`src/rtl/des_expand_pipe.sv`:
```
// Generalised DES E-expansion (WIDTH -> WIDTH*3/2) with optional subkey XOR,
// carried through a 1- or 2-stage valid/ready register pipeline with a beat counter.
module des_expand_pipe #(
  parameter int WIDTH = 32,
  parameter int PIPE  = 1,
  parameter int CNT_W = 16
) (
  input  logic                 clk,
  input  logic                 rst,
  input  logic                 in_valid,
  output logic                 in_ready,
  input  logic [1:WIDTH]       data_in,
  input  logic [1:WIDTH*3/2]   key_in,
  input  logic                 key_en,
  output logic                 out_valid,
  input  logic                 out_ready,
  output logic [1:WIDTH*3/2]   data_out,
  output logic [CNT_W-1:0]     beat_cnt
);

  localparam int OW = WIDTH * 3 / 2;
  localparam int G  = WIDTH / 4;

  if (WIDTH % 4 != 0 || WIDTH < 8) begin : g_bad_width
    $fatal(1, "des_expand_pipe: WIDTH must be a multiple of 4 and at least 8");
  end
  if (PIPE != 1 && PIPE != 2) begin : g_bad_pipe
    $fatal(1, "des_expand_pipe: PIPE must be 1 or 2");
  end

  // Each nibble borrows one neighbour bit on each side, wrapping around the word.
  logic [1:OW] expanded;
  logic [1:OW] result;

  for (genvar g = 0; g < G; g++) begin : g_group
    localparam int LSRC = (g == 0) ? WIDTH : 4 * g;
    localparam int RSRC = (g == G - 1) ? 1 : 4 * g + 5;
    assign expanded[6*g+1]       = data_in[LSRC];
    assign expanded[6*g+2:6*g+5] = data_in[4*g+1:4*g+4];
    assign expanded[6*g+6]       = data_in[RSRC];
  end

  assign result = key_en ? (expanded ^ key_in) : expanded;

  logic             s1_vld_q, s1_vld_d;
  logic [1:OW]      s1_dat_q, s1_dat_d;
  logic [CNT_W-1:0] cnt_q, cnt_d;
  logic             s1_down_rdy;
  logic             in_xfer;

  assign in_ready = !s1_vld_q || s1_down_rdy;
  assign in_xfer  = in_valid && in_ready;
  assign beat_cnt = cnt_q;

  // ---- stage 1: capture keyed expansion of the accepted beat ----
  always_comb begin
    s1_vld_d = s1_vld_q;
    s1_dat_d = s1_dat_q;
    cnt_d    = cnt_q;
    if (in_ready) begin
      s1_vld_d = in_valid;
    end
    if (in_xfer) begin
      s1_dat_d = result;
      cnt_d    = cnt_q + CNT_W'(1);
    end
  end

  always_ff @(posedge clk or posedge rst) begin
    if (rst) begin
      s1_vld_q <= 1'b0;
      s1_dat_q <= '0;
      cnt_q    <= '0;
    end else begin
      s1_vld_q <= s1_vld_d;
      s1_dat_q <= s1_dat_d;
      cnt_q    <= cnt_d;
    end
  end

  if (PIPE == 2) begin : g_two
    logic        s2_vld_q, s2_vld_d;
    logic [1:OW] s2_dat_q, s2_dat_d;

    assign s1_down_rdy = !s2_vld_q || out_ready;

    // ---- stage 2: output register ----
    always_comb begin
      s2_vld_d = s2_vld_q;
      s2_dat_d = s2_dat_q;
      if (s1_down_rdy) begin
        s2_vld_d = s1_vld_q;
        if (s1_vld_q) begin
          s2_dat_d = s1_dat_q;
        end
      end
    end

    always_ff @(posedge clk or posedge rst) begin
      if (rst) begin
        s2_vld_q <= 1'b0;
        s2_dat_q <= '0;
      end else begin
        s2_vld_q <= s2_vld_d;
        s2_dat_q <= s2_dat_d;
      end
    end

    assign out_valid = s2_vld_q;
    assign data_out  = s2_dat_q;
  end else begin : g_one
    assign s1_down_rdy = out_ready;
    assign out_valid   = s1_vld_q;
    assign data_out    = s1_dat_q;
  end

endmodule

```
`config.mk`:
```
export PLATFORM = sky130hd
export DESIGN_NAME = des_expand_pipe
export DESIGN_NICKNAME = d
export VERILOG_FILES = /design/src/rtl/des_expand_pipe.sv
export SDC_FILE = /design/constraint.sdc
export NUM_CORES = 1
export LEC_CHECK = 0
export CAP_MARGIN = 25
export CORE_MARGIN = 4
export CORE_UTILIZATION = 37
export CTS_CLUSTER_SIZE = 12
export DETAILED_ROUTE_END_ITERATION = 7
export PLACE_DENSITY = 0.77
export SLEW_MARGIN = 20
export SYNTH_ARGS = -nofsm -noshare
export SYNTH_HDL_FRONTEND = slang
export SYNTH_SLANG_ARGS = --single-unit
```
`constraint.sdc`:
```
create_clock -name clk -period 1.94 [get_ports clk]
set_input_delay 0.388 -clock clk [delete_from_list [all_inputs] [get_ports clk]]
set_output_delay 0.388 -clock clk [all_outputs]
set_load 0.02 [all_outputs]
```
==> reports/qor.yml <==
synth:
  synth_largest_area_cell: "dfrtp_1"
  synthMuxAreaShare_pct: 0
  synth_compound_area_share_pct: 7.702
  synth_ff_type: "dfrtp_1"
  syn_avg_cell_area_um2: 9.598
  synthCells: 325
  synth_edf_count: 0
  yosysSeqAreaShare_pct: 52.15
  syn_area_um2: 3119
  yosys.area_share.simple_pct: 18.77
  netlist.area_leader.share_pct: 52.15
  synth-xor-area-share_pct: 17.69
  ys_seq_elements: 65
  synth.top_cells.by_count: "nand2_1 (106), dfrtp_1 (65), xor2_1 (53)"
  synthAdderAreaFrac_pct: 0.4011
  ys_types: 26
  yosysMostFrequentCell: "nand2_1"
  synth_fp_nets: 411
  synthTopCellsByArea: "dfrtp_1 (52%), xor2_1 (15%), nand2_1 (13%)"
  synth_top_family_by_area: "simple AND/OR/NAND/NOR gates"
  yosys_warnings: 0
  async_flop_share_pct: 100.0
sta:
  worst_slack_ns: 0.1059
  fmax_mhz: 545.2
  rsz0062_at_grt: "no"
  slew_headroom_pct: 75.73
  setup_violations: 0
  worstMarginPinSlew_ns: 0.3614
  final_max_slew_viol_count: 0
  fin_crit_ns: 1.834
  finalCritPeriodShare_pct: 94.54
  finClkSkew_ns: 0.01134
  hold_viol_final: 0
finish:
  multiInputGateArea_um2: 1393
  seq_area_um2: 1627
  n_antenna_cell: 0
  layout-drive-gt1-share_pct: 6.653
  area_growth_pct: 58.04
  nets: 562
  fill_cells: 729
clock_tree:
  cts_buffers: 9
  clk_latency_ns: 0.32
  cts.sinks: 65
  postCtsSetupRepairBufs: 0
  cts_tree: "yes"
  hold_buffers: 0
  cts.repair.resized: 1
  max-clock-path-buffers: 2
  cts_htree_levels: 3
  clk_pin_slew_worst_paths_ns: 0.07
  clock_tree.root_cell: "clkbuf_8"
hold_path:
  hold_depth: 1
  hold_class: "reg -> reg"
  hp-start: "beat_cnt[15]"
job:
  maxCapViolCount: 0
critical_path:
  worstSetupStartpoint: "beat_cnt[6]"
  cp_max_fo: 6
  critical_path_arrival_ns: 1.45
  crit_cells: 1
  worst_setup_path_start_kind: "flip-flop"
  crit_path_max_incr_delay_ns: 0.65
  cp-end-kind: "output port"
  endpoint: "beat_cnt[6]"
  crit_family: "buffers and inverters"
  r2r_end: "beat_cnt[9]"
  r2r_slack_ns: 0.44
  worstPathCellList: "clkdlybuf4s50_1"
  crit_type: "reg -> out"
  cpMaxStageDelayCell: "clkdlybuf4s50_1"
  r2r_cells: 5
  r2r_start: "out_valid"
  cp_num_buf_inv: 1
  cp.required_ns: 1.55
routing:
  vias: 2660
  vias_per_cell: 4.539
  ant_nets: 0
  drt_wl_total_um: 7776
  drt-pass1-iter-count: 5
  highest_layer: "met4"
  drtIter0Drc: 71
  met1_length_um: 2990
  route.detailed.drc: 0
  dr_wl_met3_um: 608
  post_drt_wl_per_cell_um: 13.27
  route.met2.wl_um: 4043
die:
  die-area_um2: 9963
  fp.dieW_um: 99.82
  core_um2: 8217
  ios: 151
  start_util_pct: 37.96
  die_y_um: 99.82
  fp-row-count: 33
power_and_ir_drop:
  switching_share_pct: 32.79
  leakage_nw: 2.087
  pwr-share-comb_pct: 33.6
  p_per_area_nw_per_um2: 856.8
  clkPwrFrac_pct: 24.2
  power_switching_w: 0.001385
  p_int_w: 0.002839
  power_frac_seq_pct: 42.2
  ir_drop_uv: 414.9
  finalPower_w: 0.004224
global_routing:
  grt_pass1_wl_um: 13060
  grt_max_degree: 66
  antenna_found_initial: 0
  grt_pass1_vias: 2763
  grt_usage_pct: 16.17
  overflow: 0
placement:
  dp_slack_ns: -0.03452
  io_buffers: 150
  hpwl_um: 5929
  place.gp.congestion: 0.7593
outcome:
  outcome: "complete, no violations"
==> cells in the final DEF, fill, tap and decap left out, types with 2 or more instances in the layout <==
| cell type | n |
|---|---|
| buf_12 | 4 |
| buf_4 | 2 |
| clkbuf_1 | 2 |
| clkbuf_8 | 11 |
| clkdlybuf4s50_1 | 148 |
| clkinv_2 | 3 |
| dfrtp_1 | 65 |
| nand2_1 | 105 |
| nand3_1 | 5 |
| nand4_1 | 5 |
| nor2_1 | 2 |
| nor4_2 | 3 |
| o21ai_0 | 41 |
| o21ai_1 | 7 |
| xnor2_1 | 10 |
| xor2_1 | 53 |
==> routing by layer <==
| metal | up-vias | track usage [%] |
|---|---|---|
| li1 | 1341 | - |
| met1 | 1215 | 18.63 |
| met2 | 92 | 28.73 |
| met3 | 12 | 4.448 |
| met4 | 0 | 5.672 |
| met5 | - | 0 |
==> area by class of cell <==
| cell class | count | area share, % |
|---|---|---|
| clock inverter | 3 | 0.3046 |
| tap | 105 | 2.665 |
| inverter | 3 | 0.3046 |
| clock buffer | 13 | 3.223 |
| multi-input combinational | 241 | 28.25 |
| timing repair buffer | 156 | 32.26 |
| sequential | 65 | 32.99 |
==> worst min path at each step <==
stage                              end  slack, ns
final                     beat_cnt[15]       0.48
after global placement    beat_cnt[15]       0.46
after detailed placement  beat_cnt[15]       0.47
after floorplan            beat_cnt[0]       0.53
after global routing      beat_cnt[15]       0.50
after CTS                 beat_cnt[15]       0.48
==> state kept, by name (all words and copies together), names as in the netlist <==
register and cells:
data_out 48, beat_cnt 16, out_valid 1
==> cell families after synthesis <==
family / after synthesis
AO/OA/AOI/OAI: 48
buffers and inverters: 19
flip-flops: 65
adder cells (fa/ha/maj): 1
XOR/XNOR: 63
AND/OR/NAND/NOR: 129
==> power by group through the flow <==
stage                     Sequential, W  Combinational, W  Clock [W]
after floorplan                 0.00207          0.000381          0
after global placement          0.00180           0.00141          0
final                           0.00178           0.00142    0.00102
after CTS                       0.00179           0.00144    0.00106
after detailed placement        0.00181           0.00144          0
after global routing            0.00182           0.00154    0.00113
==> through the flow <==
stage               utilization, %  hold slack (ns)  cell area, µm²  cells  TNS [ns]
global placement             57.90           0.4601            4757    570  -0.03171
finish                       60.00           0.4767            4930    586         0
floorplan                        -           0.5257            3123    325         0
CTS                          60.00           0.4807            4930    586         0
global route                 60.00           0.5021            4930    586         0
detailed placement           57.90           0.4674            4757    570  -0.03881
Note: power is estimated with default switching activity, not from simulation.
==> variant 1, RTL diff (same flow settings) <==
Take the reset off `s1_dat_q` and load it in a clocked block of its own.
--- a/src/rtl/des_expand_pipe.sv
+++ b/src/rtl/des_expand_pipe.sv
@@ -69,13 +69,15 @@
   always_ff @(posedge clk or posedge rst) begin
     if (rst) begin
       s1_vld_q <= 1'b0;
-      s1_dat_q <= '0;
       cnt_q    <= '0;
     end else begin
       s1_vld_q <= s1_vld_d;
-      s1_dat_q <= s1_dat_d;
       cnt_q    <= cnt_d;
     end
+  end
+
+  always_ff @(posedge clk) begin
+    s1_dat_q <= s1_dat_d;
   end
 
   if (PIPE == 2) begin : g_two
Function: changed (a bounded check fails within 4 cycles, from zero or initial values and one cycle with rst high).
==> variant 1 against the original RTL <==
- final area shrank 3.6%
- utilization grew 4.5 points
- clock skew shrank 7.8 ps
- setup slack gained 12 ps
- area after synthesis shrank 8.7%
- combinational power shrank 30%
- total power shrank 6.8%
- synthesized cell count shrank 33%
- sequential cell count is the same
- routed wire length shrank 14%
==> variant 1: results <==
set metrics [dict create \
    holdCritPathClass "input port to async pin" \
    synth_cell_types 21 \
    regArea_um2 1870 \
    ir_worst_vdd_mv 0.380 \
    nClkBuffers 14 \
    grt_pass1_vias 2116 \
    period_needed_ps 1820 \
    clock_skew_ps 3.49 \
    n_all_buffers 158 \
    fill_cells 574 \
    wirelength_mm 6.69 \
    final_cells 486 \
    grt_use_total 0.146 \
    design.core.area_um2 7370 \
    first_iter_violations 31 \
    multi_input_area_um2 933 \
    flops_and_latches 65 \
    grt_pass1_wl_mm 9.98 \
    hold_ws_ps 304 \
    regToRegSetupSlack_ps 410 \
    nMultiInputCombCells 141 \
    tightest_slew_ps 358 \
    place_ws_ps -45.3 \
    arrival_ps 1430 \
    layout.nets 468 \
    crit_end "beat_cnt[8]" \
    drive_above_1_share 0.0801 \
    clock_area_frac 0.0427 \
    synthTopCellsByArea "edfxtp_1 51%, xnor2_1 18%, dfrtp_1 15%" \
    status "completed" \
    p_sw_mw 1.07 \
    place_area_um2 4550 \
    synth-seq-area-share 0.655 \
    nonClkBufAreaFrac 0.335 \
    p_leak_nw 1.77 \
    synth_async_sr_flop_share 0.262 \
    hpwl_mm 5.29 \
    firstDrtPassIters 4 \
    startpoint "beat_cnt[8]$_DFFE_PP0P_" \
]
[variant 1: changes by cell type in the layout (fill, tap and decap cells not counted), sizes merged, moves of 4 or more]
cell    change
dfrtp      -48
edfxtp     +48
inv         +4
nand2      -49
o21ai      -48
xnor2      +47
xor2       -47
[variant 1: power groups by stage]
stage	combinational, mW	clock, mW	sequential [mW]
finish	1.00	1.13	1.81
global route	1.07	1.23	1.83
CTS	1.02	1.15	1.81
detailed placement	1.01	0	1.84
global placement	1.00	0	1.83
floorplan	0.265	0	2.00
[variant 1: logic make-up after synthesis]
kind of cell / after synthesis / share of synthesized area
simple gates: 77 / 0.127
flops: 65 / 0.655
xor+xnor: 63 / 0.194
buf+inv: 13 / 0.0198
fa+ha+maj: 1 / 0.00439
[variant 1: metal layers]
| layer | wire length, um | GRT usage |
|---|---|---|
| met1 | 2420 | 0.153 |
| met4 | 151 | 0.0675 |
| met3 | 661 | 0.0633 |
| met5 | 0 | 0 |
| met2 | 3450 | 0.251 |
==> variant 2, RTL diff (config.mk and constraints unchanged) <==
Made on the original files. `WIDTH`: 32 -> 64.
--- a/src/rtl/des_expand_pipe.sv
+++ b/src/rtl/des_expand_pipe.sv
@@ -1,7 +1,7 @@
 // Generalised DES E-expansion (WIDTH -> WIDTH*3/2) with optional subkey XOR,
 // carried through a 1- or 2-stage valid/ready register pipeline with a beat counter.
 module des_expand_pipe #(
-  parameter int WIDTH = 32,
+  parameter int WIDTH = 64,
   parameter int PIPE  = 1,
   parameter int CNT_W = 16
 ) (
Interface: changed (resized data_in, data_out and key_in); port bits go from 151 to 279. The function was not compared with the original's and may differ.
==> variant 2 against the original RTL <==
- routed wire length is 91% higher
- non-clock buffer count is 131 higher
- register-to-register slack better by 70 ps
- total power is 100% higher
- first-iteration DRC count is 70% higher
- setup slack worse by 34 ps
- sequential cell count is 48 higher
- final area is 83% higher
- area after synthesis is 75% higher
- highest routed layer unchanged
==> variant 2: results <==
set metrics [dict create \
    finalWeightedCongestion 0.771 \
    grt_pass1_wl_mm 23.0 \
    place_ws_ps -9.14 \
    synth-seq-area-share 0.519 \
    hpwl_mm 11.3 \
    grt_pass1_vias 4673 \
    grt_max_degree 64 \
    largest_reg_flops 96 \
    clk-insertion-delay-late_ps 410 \
    holdCritPathClass "input port to async pin" \
    portBuffers 278 \
    antennaDiodeCount 0 \
    antenna_found_initial 0 \
    r2r_start "beat_cnt[0]$_DFFE_PP0P_" \
    cts-root-buf "clkbuf_16" \
    critPathTopFamily "buffers and inverters" \
    first_iter_violations 121 \
    clkSlewWorstSetupHoldPaths_ps 50 \
    status "completed" \
    tightest_slew_ps 385 \
    final_cells 1053 \
    required_ps 1550 \
    drive_above_1_share 0.0541 \
    crit_end "beat_cnt[1]" \
    clock_skew_ps 4.82 \
    fill_cells 1194 \
    synthTopCellsByCount "199 x nand2_1, 113 x dfrtp_1, 102 x xor2_1" \
    max_stage_delay_ps 640 \
    cellPowerDensity_nw_per_um2 947 \
    firstDrtPassIters 5 \
    regToRegSetupSlack_ps 510 \
    r2r_end "beat_cnt[14]$_DFFE_PP0P_" \
    cts_buffers 17 \
    dp.cells 1021 \
    yosys_warnings 0 \
    drt-wirelength-per-cell_um 14.1 \
    grt_use_total 0.177 \
    synth_async_sr_flop_share 1.00 \
    syn-num-nets 749 \
    cts-htree-levels 4 \
    syn_area_per_cell_um2 9.35 \
    viasPerCell 4.48 \
    path_max_fanout 6 \
    overflow 0 \
    p_leak_nw 3.94 \
    ir_worst_vdd_mv 0.538 \
    synthTopCellsByArea "dfrtp_1 52%, xor2_1 16%, nand2_1 14%" \
    worstRegToRegCells 5 \
    timing.final.ws_setup_ps 71.8 \
    startpoint "beat_cnt[1]$_DFFE_PP0P_" \
    synth_cell_types 24 \
]
variant 2: cell count changes in the layout (fill, tap and decap cells not counted), moves of 4 or more:
cell and change:
dlymetal6s2s_1 +4, clkdlybuf4s50_1 +124, o21ai_0 +41, clkbuf_8 -8, xor2_1 +49, dfrtp_1 +48
nor2_1 +4, clkbuf_16 +17, o21ai_1 +7, nand2_1 +94
variant 2: worst min-delay path by stage:
stage / to / slack, ps
after detailed placement: data_out[35]$_DFFE_PP0P_ / 470
final: data_out[24]$_DFFE_PP0P_ / 440
after floorplan: out_valid$_DFFE_PP0P_ / 500
after global routing: data_out[29]$_DFFE_PP0P_ / 460
after CTS: data_out[29]$_DFFE_PP0P_ / 440
after global placement: data_out[43]$_DFFE_PP0P_ / 460
variant 2: per-stage QoR:
step | setup TNS [ps] | cell area (um^2)
floorplan | 0 | 5460
global placement | -3.21 | 8400
detailed placement | -9.14 | 8400
CTS | 0 | 9000
global route | 0 | 9010
finish | 0 | 9010
variant 2: kinds of logic (layout without fill, tap and decap cells):
logic type	count (synthesis)	count (layout)	synth area share
flops	113	113	0.519
compound gates	96	96	0.0881
buf+inv	35	321	0.0404
xor+xnor	111	111	0.178
fa+ha+maj	1	1	0.00229
simple gates	227	227	0.172
variant 2: cell type report:
cell class / count / share of cell area
Timing Repair Buffer: 287 / 0.325
Sequential cell: 113 / 0.314
Multi-Input combinational cell: 435 / 0.267
Clock buffer: 22 / 0.0526
Tap cell: 184 / 0.0255
Clock inverter: 10 / 0.0147
Inverter: 2 / 0.00125
variant 2: routing by layer:
metal / track usage / part of all wire
met1: 0.195 / 0.37
met2: 0.301 / 0.50
met4: 0.0852 / 0.031
met5: 0 / 0
met3: 0.0697 / 0.097
variant 2: power by group:
group | total, mW | switching [mW] | internal (mW)
clock | 3.16 | 1.05 | 2.11
combinational | 2.38 | 1.17 | 1.21
sequential | 2.99 | 0.253 | 2.74
total | 8.53 | 2.47 | 6.06
variant 2: repair_timing:
item,CTS,global route
hold endpoints to repair,0,0
gates resized for setup,1,4
setup buffers,0,0
setup endpoints to repair,1,4
